===== config.mk =====
export PLATFORM = sky130hd
export DESIGN_NAME = multicycle_controller
export DESIGN_NICKNAME = d
export VERILOG_FILES = /design/src/rtl/multicycle_controller.sv
export SDC_FILE = /design/constraint.sdc
export NUM_CORES = 1
export LEC_CHECK = 0
export ABC_AREA = 1
export BUFFER_PORTS_ARGS = -buffer_cell sky130_fd_sc_hd__buf_2
export CORE_MARGIN = 2
export CORE_UTILIZATION = 47
export CTS_CLUSTER_DIAMETER = 30
export DETAILED_ROUTE_END_ITERATION = 12
export PLACE_DENSITY = 0.76
export SLEW_MARGIN = 15
export SYNTH_ARGS = -nofsm -noshare
export SYNTH_HDL_FRONTEND = slang
export SYNTH_SLANG_ARGS = --single-unit

===== constraint.sdc =====
create_clock -name clk -period 1.5 [get_ports clk]
set_input_delay 0.3 -clock clk [delete_from_list [all_inputs] [get_ports clk]]
set_output_delay 0.3 -clock clk [all_outputs]
set_load 0.01 [all_outputs]

===== src/rtl/multicycle_controller.sv =====
// multicycle_controller
//   Control FSM for a multicycle RV32I datapath with one shared ALU and one
//   shared instruction/data memory. It runs one instruction at a time and,
//   in every cycle, drives the datapath mux selects and write enables.
//
//   Parameters
//     MEM_HANDSHAKE : 1 = honour MemReady, 0 = memory is treated as always ready
//     EXT_BRANCH    : 1 = blt/bge/bltu/bgeu supported, 0 = only beq/bne
//
//   Ports
//     clk, reset      : clock (rising edge), synchronous active-high reset
//     op, funct3,
//     funct7b5        : fields of the current instruction
//     Zero, Neg, Ovf,
//     Carry           : ALU flags from the branch compare (a - b)
//     MemReady        : memory completes the current access this cycle
//     PCWrite, AdrSrc, MemWrite, IRWrite, ResultSrc, ALUSrcA, ALUSrcB,
//     RegWrite, ImmSrc, ALUControl : datapath controls
//     Illegal         : sticky trap flag (set while in TRAP)
//     State           : current state, for debug
module multicycle_controller #(
  parameter bit MEM_HANDSHAKE = 1'b1,
  parameter bit EXT_BRANCH    = 1'b1
) (
  input  logic       clk,
  input  logic       reset,
  input  logic [6:0] op,
  input  logic [2:0] funct3,
  input  logic       funct7b5,
  input  logic       Zero,
  input  logic       Neg,
  input  logic       Ovf,
  input  logic       Carry,
  input  logic       MemReady,
  output logic       PCWrite,
  output logic       AdrSrc,
  output logic       MemWrite,
  output logic       IRWrite,
  output logic [1:0] ResultSrc,
  output logic [1:0] ALUSrcA,
  output logic [1:0] ALUSrcB,
  output logic       RegWrite,
  output logic [2:0] ImmSrc,
  output logic [3:0] ALUControl,
  output logic       Illegal,
  output logic [3:0] State
);

  typedef enum logic [3:0] {
    FETCH    = 4'd0,
    DECODE   = 4'd1,
    MEMADR   = 4'd2,
    MEMREAD  = 4'd3,
    MEMWB    = 4'd4,
    MEMWRITE = 4'd5,
    EXECR    = 4'd6,
    EXECI    = 4'd7,
    ALUWB    = 4'd8,
    BRANCH   = 4'd9,
    JAL      = 4'd10,
    JALR     = 4'd11,
    LINK     = 4'd12,
    LUI      = 4'd13,
    AUIPC    = 4'd14,
    TRAP     = 4'd15
  } state_t;

  localparam logic [6:0] OP_LOAD   = 7'b0000011;
  localparam logic [6:0] OP_STORE  = 7'b0100011;
  localparam logic [6:0] OP_RTYPE  = 7'b0110011;
  localparam logic [6:0] OP_ITYPE  = 7'b0010011;
  localparam logic [6:0] OP_BRANCH = 7'b1100011;
  localparam logic [6:0] OP_JAL    = 7'b1101111;
  localparam logic [6:0] OP_JALR   = 7'b1100111;
  localparam logic [6:0] OP_LUI    = 7'b0110111;
  localparam logic [6:0] OP_AUIPC  = 7'b0010111;

  localparam logic [3:0] ALU_ADD  = 4'b0000;
  localparam logic [3:0] ALU_SUB  = 4'b0001;
  localparam logic [3:0] ALU_AND  = 4'b0010;
  localparam logic [3:0] ALU_OR   = 4'b0011;
  localparam logic [3:0] ALU_XOR  = 4'b0100;
  localparam logic [3:0] ALU_SLT  = 4'b0101;
  localparam logic [3:0] ALU_SLL  = 4'b0110;
  localparam logic [3:0] ALU_SRL  = 4'b0111;
  localparam logic [3:0] ALU_SRA  = 4'b1000;
  localparam logic [3:0] ALU_SLTU = 4'b1001;

  state_t state_q, state_d;
  logic   mem_ready;

  assign mem_ready = MEM_HANDSHAKE ? MemReady : 1'b1;

  function automatic logic [2:0] imm_decode(input logic [6:0] opc);
    case (opc)
      OP_LOAD, OP_ITYPE, OP_JALR: imm_decode = 3'b000;
      OP_STORE:                   imm_decode = 3'b001;
      OP_BRANCH:                  imm_decode = 3'b010;
      OP_JAL:                     imm_decode = 3'b011;
      OP_LUI, OP_AUIPC:           imm_decode = 3'b100;
      default:                    imm_decode = 3'b000;
    endcase
  endfunction

  // Subtract only for R-type (op[5]=1) with bit 30 set; addi ignores bit 30.
  function automatic logic [3:0] alu_decode(input logic [2:0] f3,
                                            input logic       op5,
                                            input logic       f7b5);
    case (f3)
      3'b000:  alu_decode = (op5 & f7b5) ? ALU_SUB : ALU_ADD;
      3'b001:  alu_decode = ALU_SLL;
      3'b010:  alu_decode = ALU_SLT;
      3'b011:  alu_decode = ALU_SLTU;
      3'b100:  alu_decode = ALU_XOR;
      3'b101:  alu_decode = f7b5 ? ALU_SRA : ALU_SRL;
      3'b110:  alu_decode = ALU_OR;
      default: alu_decode = ALU_AND;
    endcase
  endfunction

  function automatic logic branch_legal(input logic [2:0] f3);
    if (f3 == 3'b010 || f3 == 3'b011) branch_legal = 1'b0;
    else if (!EXT_BRANCH && f3[2])    branch_legal = 1'b0;
    else                              branch_legal = 1'b1;
  endfunction

  // Flags come from a - b: signed less-than is Neg^Ovf, unsigned
  // greater-or-equal is the carry out of a + ~b + 1.
  function automatic logic branch_taken(input logic [2:0] f3,
                                        input logic z, input logic n,
                                        input logic v, input logic c);
    case (f3)
      3'b000:  branch_taken = z;
      3'b001:  branch_taken = ~z;
      3'b100:  branch_taken = n ^ v;
      3'b101:  branch_taken = ~(n ^ v);
      3'b110:  branch_taken = ~c;
      3'b111:  branch_taken = c;
      default: branch_taken = 1'b0;
    endcase
  endfunction

  // Next-state logic
  always_comb begin
    state_d = state_q;
    case (state_q)
      FETCH:    if (mem_ready) state_d = DECODE;
      DECODE: begin
        case (op)
          OP_LOAD, OP_STORE: state_d = MEMADR;
          OP_RTYPE:          state_d = EXECR;
          OP_ITYPE:          state_d = EXECI;
          OP_BRANCH:         state_d = branch_legal(funct3) ? BRANCH : TRAP;
          OP_JAL:            state_d = JAL;
          OP_JALR:           state_d = JALR;
          OP_LUI:            state_d = LUI;
          OP_AUIPC:          state_d = AUIPC;
          default:           state_d = TRAP;
        endcase
      end
      MEMADR:   state_d = op[5] ? MEMWRITE : MEMREAD;
      MEMREAD:  if (mem_ready) state_d = MEMWB;
      MEMWB:    state_d = FETCH;
      MEMWRITE: if (mem_ready) state_d = FETCH;
      EXECR:    state_d = ALUWB;
      EXECI:    state_d = ALUWB;
      ALUWB:    state_d = FETCH;
      BRANCH:   state_d = FETCH;
      JAL:      state_d = ALUWB;
      JALR:     state_d = LINK;
      LINK:     state_d = FETCH;
      LUI:      state_d = ALUWB;
      AUIPC:    state_d = ALUWB;
      TRAP:     state_d = TRAP;
      default:  state_d = FETCH;
    endcase
  end

  always_ff @(posedge clk) begin
    if (reset) state_q <= FETCH;
    else       state_q <= state_d;
  end

  // Output decode; reset gates every output combinationally so a reset
  // raised mid-instruction suppresses writes in that same cycle.
  always_comb begin
    PCWrite    = 1'b0;
    AdrSrc     = 1'b0;
    MemWrite   = 1'b0;
    IRWrite    = 1'b0;
    ResultSrc  = 2'b00;
    ALUSrcA    = 2'b00;
    ALUSrcB    = 2'b00;
    RegWrite   = 1'b0;
    ImmSrc     = 3'b000;
    ALUControl = ALU_ADD;
    Illegal    = 1'b0;
    State      = FETCH;
    if (!reset) begin
      State  = state_q;
      ImmSrc = imm_decode(op);
      case (state_q)
        FETCH: begin
          ALUSrcB   = 2'b10;
          ResultSrc = 2'b10;
          IRWrite   = mem_ready;
          PCWrite   = mem_ready;
        end
        DECODE: begin
          ALUSrcA = 2'b01;
          ALUSrcB = 2'b01;
        end
        MEMADR: begin
          ALUSrcA = 2'b10;
          ALUSrcB = 2'b01;
        end
        MEMREAD:  AdrSrc = 1'b1;
        MEMWB: begin
          ResultSrc = 2'b01;
          RegWrite  = 1'b1;
        end
        MEMWRITE: begin
          AdrSrc   = 1'b1;
          MemWrite = 1'b1;
        end
        EXECR: begin
          ALUSrcA    = 2'b10;
          ALUControl = alu_decode(funct3, op[5], funct7b5);
        end
        EXECI: begin
          ALUSrcA    = 2'b10;
          ALUSrcB    = 2'b01;
          ALUControl = alu_decode(funct3, op[5], funct7b5);
        end
        ALUWB:    RegWrite = 1'b1;
        BRANCH: begin
          ALUSrcA    = 2'b10;
          ALUControl = ALU_SUB;
          PCWrite    = branch_taken(funct3, Zero, Neg, Ovf, Carry);
        end
        JAL: begin
          ALUSrcA = 2'b01;
          ALUSrcB = 2'b10;
          PCWrite = 1'b1;
        end
        JALR: begin
          ALUSrcA   = 2'b10;
          ALUSrcB   = 2'b01;
          ResultSrc = 2'b10;
          PCWrite   = 1'b1;
        end
        LINK: begin
          ALUSrcA   = 2'b01;
          ALUSrcB   = 2'b10;
          ResultSrc = 2'b10;
          RegWrite  = 1'b1;
        end
        LUI: begin
          ALUSrcA = 2'b11;
          ALUSrcB = 2'b01;
        end
        AUIPC: begin
          ALUSrcA = 2'b01;
          ALUSrcB = 2'b01;
        end
        TRAP:     Illegal = 1'b1;
        default:  Illegal = 1'b0;
      endcase
    end
  end

endmodule


==> results.toml, run 1 <==
[yosys]
synth_top_family_by_area = "simple AND/OR/NAND/NOR gates"
synth_enable_flop_cells = 0
synth_area_per_cell_um2 = 5.17
synth_nets = 199
seq_area_frac_synth_pct = 8.56
synth-xor-area-share_pct = 1.87
async_reset_ff_share_pct = 0
synth_top_area_cell = "nand2_1"
synthCells = 181
synth-seq-cells = 4
synth_most_common_cell = "nand2_1"
synth.top_cell.area_share_pct = 18.0
yosysWarnings = 0
synth_mux_area_share_pct = 0
synthFlopType = "dfxtp_1"
synthTopCellsByCount = "nand2_1 (45), inv_1 (27), nor2_1 (24), nand3_1 (11), a21oi_1 (9)"
synth_compound_area_share_pct = 21.0
netlist_top_cells_area = "nand2_1 (18%), inv_1 (11%), nor2_1 (9.6%)"
ys_types = 29
netlist_area_um2 = 936
synth_fa_ha_area_share_pct = 0
synth_simple_gate_area_share_pct = 52.9

[power_and_ir_drop]
swShare_pct = 53.2
switchingPower_mw = 1.35
ir_worst_vdd_v = 0.00100
power_density_nw_per_um2 = 1510
p_seq_share_pct = 12.7
p_int_mw = 1.19
clkPwrFrac_pct = 5.5
combPwrFrac_pct = 81.9
power.leakage_nw = 0.905

[sta]
worst_pin_slew_ns = 0.341
relSlewSlack_pct = 77.1
finalHoldViolations = 0
setup_viol = 17
fin_ws_ns = -0.309
min_period_ns = 1.81
fin_worst_skew_ns = 0.00301
max_freq_mhz = 553
period_share_pct = 121
rsz0062_at_grt = "true"
maxSlewViolCount = 0

[setup_path]
crit_chain = "nor2_4, inv_2, nor2_4, nor2_2, a31oi_1, buf_2"
startpoint = "state_q[3]"
worst_setup_path_start_kind = "register"
critPathKind = "reg2out"
crit_slowest_cell = "dfxtp_4"
crit_required_ns = 1.20
cp_common_cell = "nor2_4"
r2r-start = "state_q[3]"
crit_fanout = 6
crit_arrival_ns = 1.51
endpoint_kind = "output port"
worst_path_largest_cell_delay_ns = 0.38

[die]
core_area_um2 = 1920
ios = 41
die_w_um = 48.6
start_util_pct = 48.7
die-area_um2 = 2360
num_rows = 16
die_height_um = 48.6

[route]
highest_layer = "met4"
wl_met1_mm = 1.54
num_vias = 1639
ant_nets = 0
avgRoutedWirePerCell_um = 16.8
drc = 0
drt-initial-drc-count = 98
dr_wl_met2_mm = 2.21
viasPerCell = 5.90
routed_wl_mm = 4.67
first_pass_iters = 5
wl_met3_um = 549

[placement]
port_buffers = 40
dp.final_hpwl_mm = 2.42
gp_congestion = 0.928
placedInstanceArea_um2 = 1310

[layout]
area_delta_synth_final_pct = 80.5
fin_util_pct = 87.9
nets = 271
design_area_um2 = 1690
largest_reg_flops = 4
fillCellCount = 102
reg_top3 = "state_q x4"
drive_above_1_share_pct = 53.0
diodes = 0
regMostFlops = "state_q"

[clock_tree]
clockBufferDepth = 2
ctsHoldBuffers = 0
cts_tree = "yes"
cts_max_level = 1
clk_latency_ns = 0.24
cts_root_buf = "clkbuf_4"
cts.clk_slew.worst_paths_ns = 0.04
cts.sinks = 4
cts_made_buffers = 3

[status]
status = "finished with violations"
violations = "negative setup slack"

[global_routing]
grt_pass1_wl_mm = 5.64
overflow = 0
grt_max_degree = 19
grtUsageTotal_pct = 29.6
first_global_vias = 1386
antenna_found_initial = 0

[min_path]
min_from = "MemReady"
hold_path_class = "in2reg"

[flow_run]
maxCapViolations = 0
==> worst max-delay path: cells and delay by family, from the launching register on <==
family,cells,cell delay (ns)
buf+inv,2,0.28
compound gates,1,0.18
simple gates,3,0.41
flops,1,0.38
==> what timing repair did <==
| item | 4_1_cts | 5_1_grt |
|---|---|---|
| gates resized for setup | 38 | 40 |
| pin swaps | 4 | 9 |
| setup endpoints to repair | 16 | 19 |
| cloned | 0 | 0 |
| buffers inserted | 4 | 6 |
==> final cells by class <==
type	count	area (µm²)	area share [%]
tap	27	33.8	2.00
sequential	4	95.1	5.63
timing repair buffer	69	459	27.2
multi-input combinational	138	920	54.4
inverter	37	159	9.41
clock buffer	3	22.5	1.33
==> metrics by stage <==
| step | std cells | setup slack [ns] | power (mW) | hold WS [ns] | setup TNS (ns) |
|---|---|---|---|---|---|
| floorplan | 181 | 0.0777 | 0.977 | 0.454 | 0 |
| global placement | 265 | 0.0162 | 1.54 | 0.611 | 0 |
| detailed placement | 265 | -0.0576 | 1.57 | 0.627 | -0.144 |
| CTS | 272 | -0.140 | 2.05 | 0.405 | -1.27 |
| global route | 278 | -0.318 | 2.65 | 0.448 | -3.20 |
| finish | 278 | -0.309 | 2.54 | 0.426 | -2.50 |
==> kinds of logic after synthesis <==
group,after synthesis
simple gates,105
xor+xnor,2
buf+inv,39
compound gates,31
flops,4
==> per-layer routing <==
metal	track usage, %	up-vias
li1	-	722
met1	35.0	709
met2	55.9	160
met3	2.16	48
met4	9.05	0
met5	0	-
==> power by group through the flow <==
stage / sequential (mW) / clock [mW] / combinational [mW]
finish: 0.322 / 0.139 / 2.08
global route: 0.324 / 0.145 / 2.18
CTS: 0.295 / 0.135 / 1.62
detailed placement: 0.231 / 0 / 1.34
global placement: 0.229 / 0 / 1.31
floorplan: 0.219 / 0 / 0.758
==> worst paths after layout <==
| path | slack (ns) | end | cells after the start |
|---|---|---|---|
| setup / recovery | -0.31 | ALUSrcA[0] | 6 |
| hold / removal | 0.43 | state_q[2] | 4 |
| setup reg to reg | 0 | state_q[1] | 10 |
| hold reg to reg | 0.80 | state_q[1] | 5 |
==> layout by cell type, fill, tap and decap left out, types with 3 or more instances in the layout <==
cell,netlist,layout
nand4_1,4,4
a31oi_1,4,3
buf_2,0,37
nor3_2,2,3
a21oi_2,2,4
nor3_1,6,5
inv_2,8,5
nand3_1,11,8
dfxtp_4,0,4
buf_4,0,23
nand2_4,1,6
nand3_2,0,3
o21ai_0,7,5
clkbuf_4,0,3
inv_1,27,24
nor2_4,3,14
nand2_1,45,40
inv_4,0,8
nor2_1,24,16
buf_6,0,9
a21oi_1,9,7
o21ai_2,0,3
Power figures use the tool's default switching activity.
==> run 2: changes to the inputs <==
ABC_AREA = default   (was 1)
==> run 2 against run 1 <==
Net effect: the run still ends with negative setup slack left; combinational power down 42%; wire length decreased by 5.3%; synthesized cell count fell by 21%; highest routed layer unchanged; critical endpoint is now ALUSrcB[1]; hold slack improved by 0.0033 ns.
==> results.toml, run 2 <==
[status]
status = "finished with violations"
violations = "negative setup slack"

[layout]
multi_input_area_um2 = 913
reg_top3 = "state_q x4"
drive_above_1_share_pct = 58.8
regMostFlops = "state_q"
final_common_cell = "buf_2"
ff_latch_area_um2 = 95.1
layout_common_cells = "buf_2 (39), buf_4 (34), nand2_1 (13)"
largest_reg_flops = 4
fillCellCount = 110
diodes = 0
area_delta_synth_final_pct = 79.7
nets = 236
fin_cells = 243

[route]
viasPerCell = 6.25
drt-initial-drc-count = 70
ant_nets = 0
num_vias = 1518
routed_wl_mm = 4.42
drc = 0
first_pass_iters = 4
avgRoutedWirePerCell_um = 18.2

[clock_tree]
clk_latency_ns = 0.25
cts_tree = "yes"
cts_made_buffers = 3
cts_max_level = 1
ctsHoldBuffers = 0
cts.sinks = 4
clockBufferDepth = 2
cts.clk_slew.worst_paths_ns = 0.04
cts_root_buf = "clkbuf_4"

[sta]
timing.setup.tns_ns = -3.38
finalHoldViolations = 0
worst_pin_slew_ns = 0.496
timing.hold.ws_ns = 0.430
maxSlewViolCount = 0
relSlewSlack_pct = 66.7
fin_worst_skew_ns = 0.00577
period_share_pct = 121
min_period_ns = 1.81
setup_viol = 19
rsz0062_at_grt = "true"
max_freq_mhz = 551
fin_ws_ns = -0.314

[placement]
gp_congestion = 0.866
post-place-ws_ns = -0.239
port_buffers = 40
dp.final_hpwl_mm = 2.37
dp_cells = 229

[setup_path]
rr_worst_depth = 6
critPathKind = "reg2out"
crit_required_ns = 1.20
crit_fanout = 6
crit_slowest_cell = "dfxtp_4"
crit_family = "flip-flops"
regToRegEndpoint = "state_q[3]"
crit_arrival_ns = 1.51
reg2reg_slack_ns = -0.03
endpoint_kind = "output port"
crit_chain = "buf_8, xnor2_2, nor2b_1, a21oi_1, nor3_1, buf_2"
worst_setup_path_start_kind = "register"
worst_path_largest_cell_delay_ns = 0.36
path_buf_inv = 2
r2r-start = "state_q[2]"

[global_routing]
first_global_vias = 1437
antenna_found_initial = 0
grt_max_degree = 21
overflow = 0
grtUsageTotal_pct = 33.9
grt_pass1_wl_mm = 6.38

[yosys]
async_reset_ff_share_pct = 0
synthTopCellsByCount = "nand2_1 (15), nor2_1 (15), nor3_1 (10), a21oi_1 (8), xnor2_1 (8)"
netlist_top_cells_area = "dfxtp_1 (8.5%), xnor2_1 (7.5%), nand2_1 (6.0%)"
synth_nets = 161
synth.top_cell.area_share_pct = 8.54
netlist_area_um2 = 937
synth_top_area_cell = "dfxtp_1"
synth_enable_flop_cells = 0
synthCells = 143
ys_types = 47
yosysWarnings = 0
synthFlopType = "dfxtp_1"
synth_area_per_cell_um2 = 6.55
synth-seq-cells = 4
seq_area_frac_synth_pct = 8.54

[flow_run]
maxCapViolations = 0

[die]
die_height_um = 48.7
start_util_pct = 48.8
die-area_um2 = 2370
die_w_um = 48.7
core_area_um2 = 1920
ios = 41
num_rows = 16

[min_path]
min_from = "op[5]"
hold_path_class = "in2reg"
whs_endpoint = "state_q[1]"
min_path_cells = 3

[power_and_ir_drop]
ir_worst_vdd_v = 0.000690
power_mw = 1.54
power.leakage_nw = 0.765
power_density_nw_per_um2 = 914
==> run 2: cell count changes after synthesis, sizes merged, moves of 6 or more <==
cell   before  now
buf         1   11
inv        35    4
nand2      49   15
nand3      11    5
nor2       32   15
nor4        0    6
or3         0    6
xnor2       1    8
==> run 2: layout make-up <==
| cell class | count | area share, % |
|---|---|---|
| clock buffers | 3 | 1.34 |
| inverters | 4 | 1.04 |
| multi-input cells | 120 | 54.2 |
| flip-flops and latches | 4 | 5.65 |
| well taps | 27 | 2.01 |
| repair buffers | 85 | 35.7 |
==> run 2: kinds of logic (layout without fill, tap and decap cells) <==
| group | Yosys count | in the layout | share of synthesized area (%) |
|---|---|---|---|
| buffers and inverters | 19 | 92 | 13.4 |
| flip-flops | 4 | 4 | 8.55 |
| AND/OR/NAND/NOR | 73 | 73 | 40.9 |
| XOR/XNOR | 10 | 10 | 9.35 |
| AO/OA/AOI/OAI | 37 | 37 | 27.9 |
==> run 2: worst reg2reg max path, cell delays in order (launching register included) <==
cell and delay, ns:
dfxtp_4 0.36, buf_8 0.15, or2_4 0.26, buf_4 0.16
o31ai_4 0.21, a22oi_1 0.10, nor3_1 0.19
==> run 2: layer usage <==
metal | track usage, % | vias to the layer above | routed length, µm | share of wire [%]
met5 | 0 | - | 0 | 0
met4 | 17.1 | 0 | 225 | 5.1
met3 | 4.63 | 31 | 331 | 7.5
met2 | 62.1 | 116 | 2220 | 50
met1 | 37.7 | 697 | 1650 | 37
li1 | - | 674 | - | -
==> run 2: power by group <==
part           internal (mW)  switching, mW
clock network         0.0906         0.0604
registers              0.139         0.0546
logic                  0.589          0.607
total                  0.818          0.722
==> run 2: stage by stage <==
step                      cell area [µm²]  util, %
after floorplan                       998        -
after global placement               1350     70.4
after detailed placement             1350     70.4
after CTS                            1590     82.8
after global routing                 1680     87.6
final                                1680     87.6
==> run 2: timing repair <==
action / CTS / global route
setup endpoints to repair: 20 / 24
setup buffers: 8 / 3
endpoints found under the hold margin: 0 / 0
pin swaps: 11 / 11
cloned: 1 / 0
resized for setup: 37 / 19
==> run 2: how the worst max path moves through the flow <==
| stage | end | from | cells past startpoint | slack [ns] |
|---|---|---|---|---|
| floorplan | ALUControl[0] | funct3[1] | 4 | -0.02 |
| global placement | ALUControl[0] | funct3[0] | 6 | -0.18 |
| detailed placement | ALUControl[0] | funct3[0] | 6 | -0.24 |
| CTS | ALUSrcA[0] | state_q[2] | 6 | -0.20 |
| global route | ALUSrcB[1] | state_q[2] | 6 | -0.35 |
| finish | ALUSrcB[1] | state_q[2] | 6 | -0.31 |
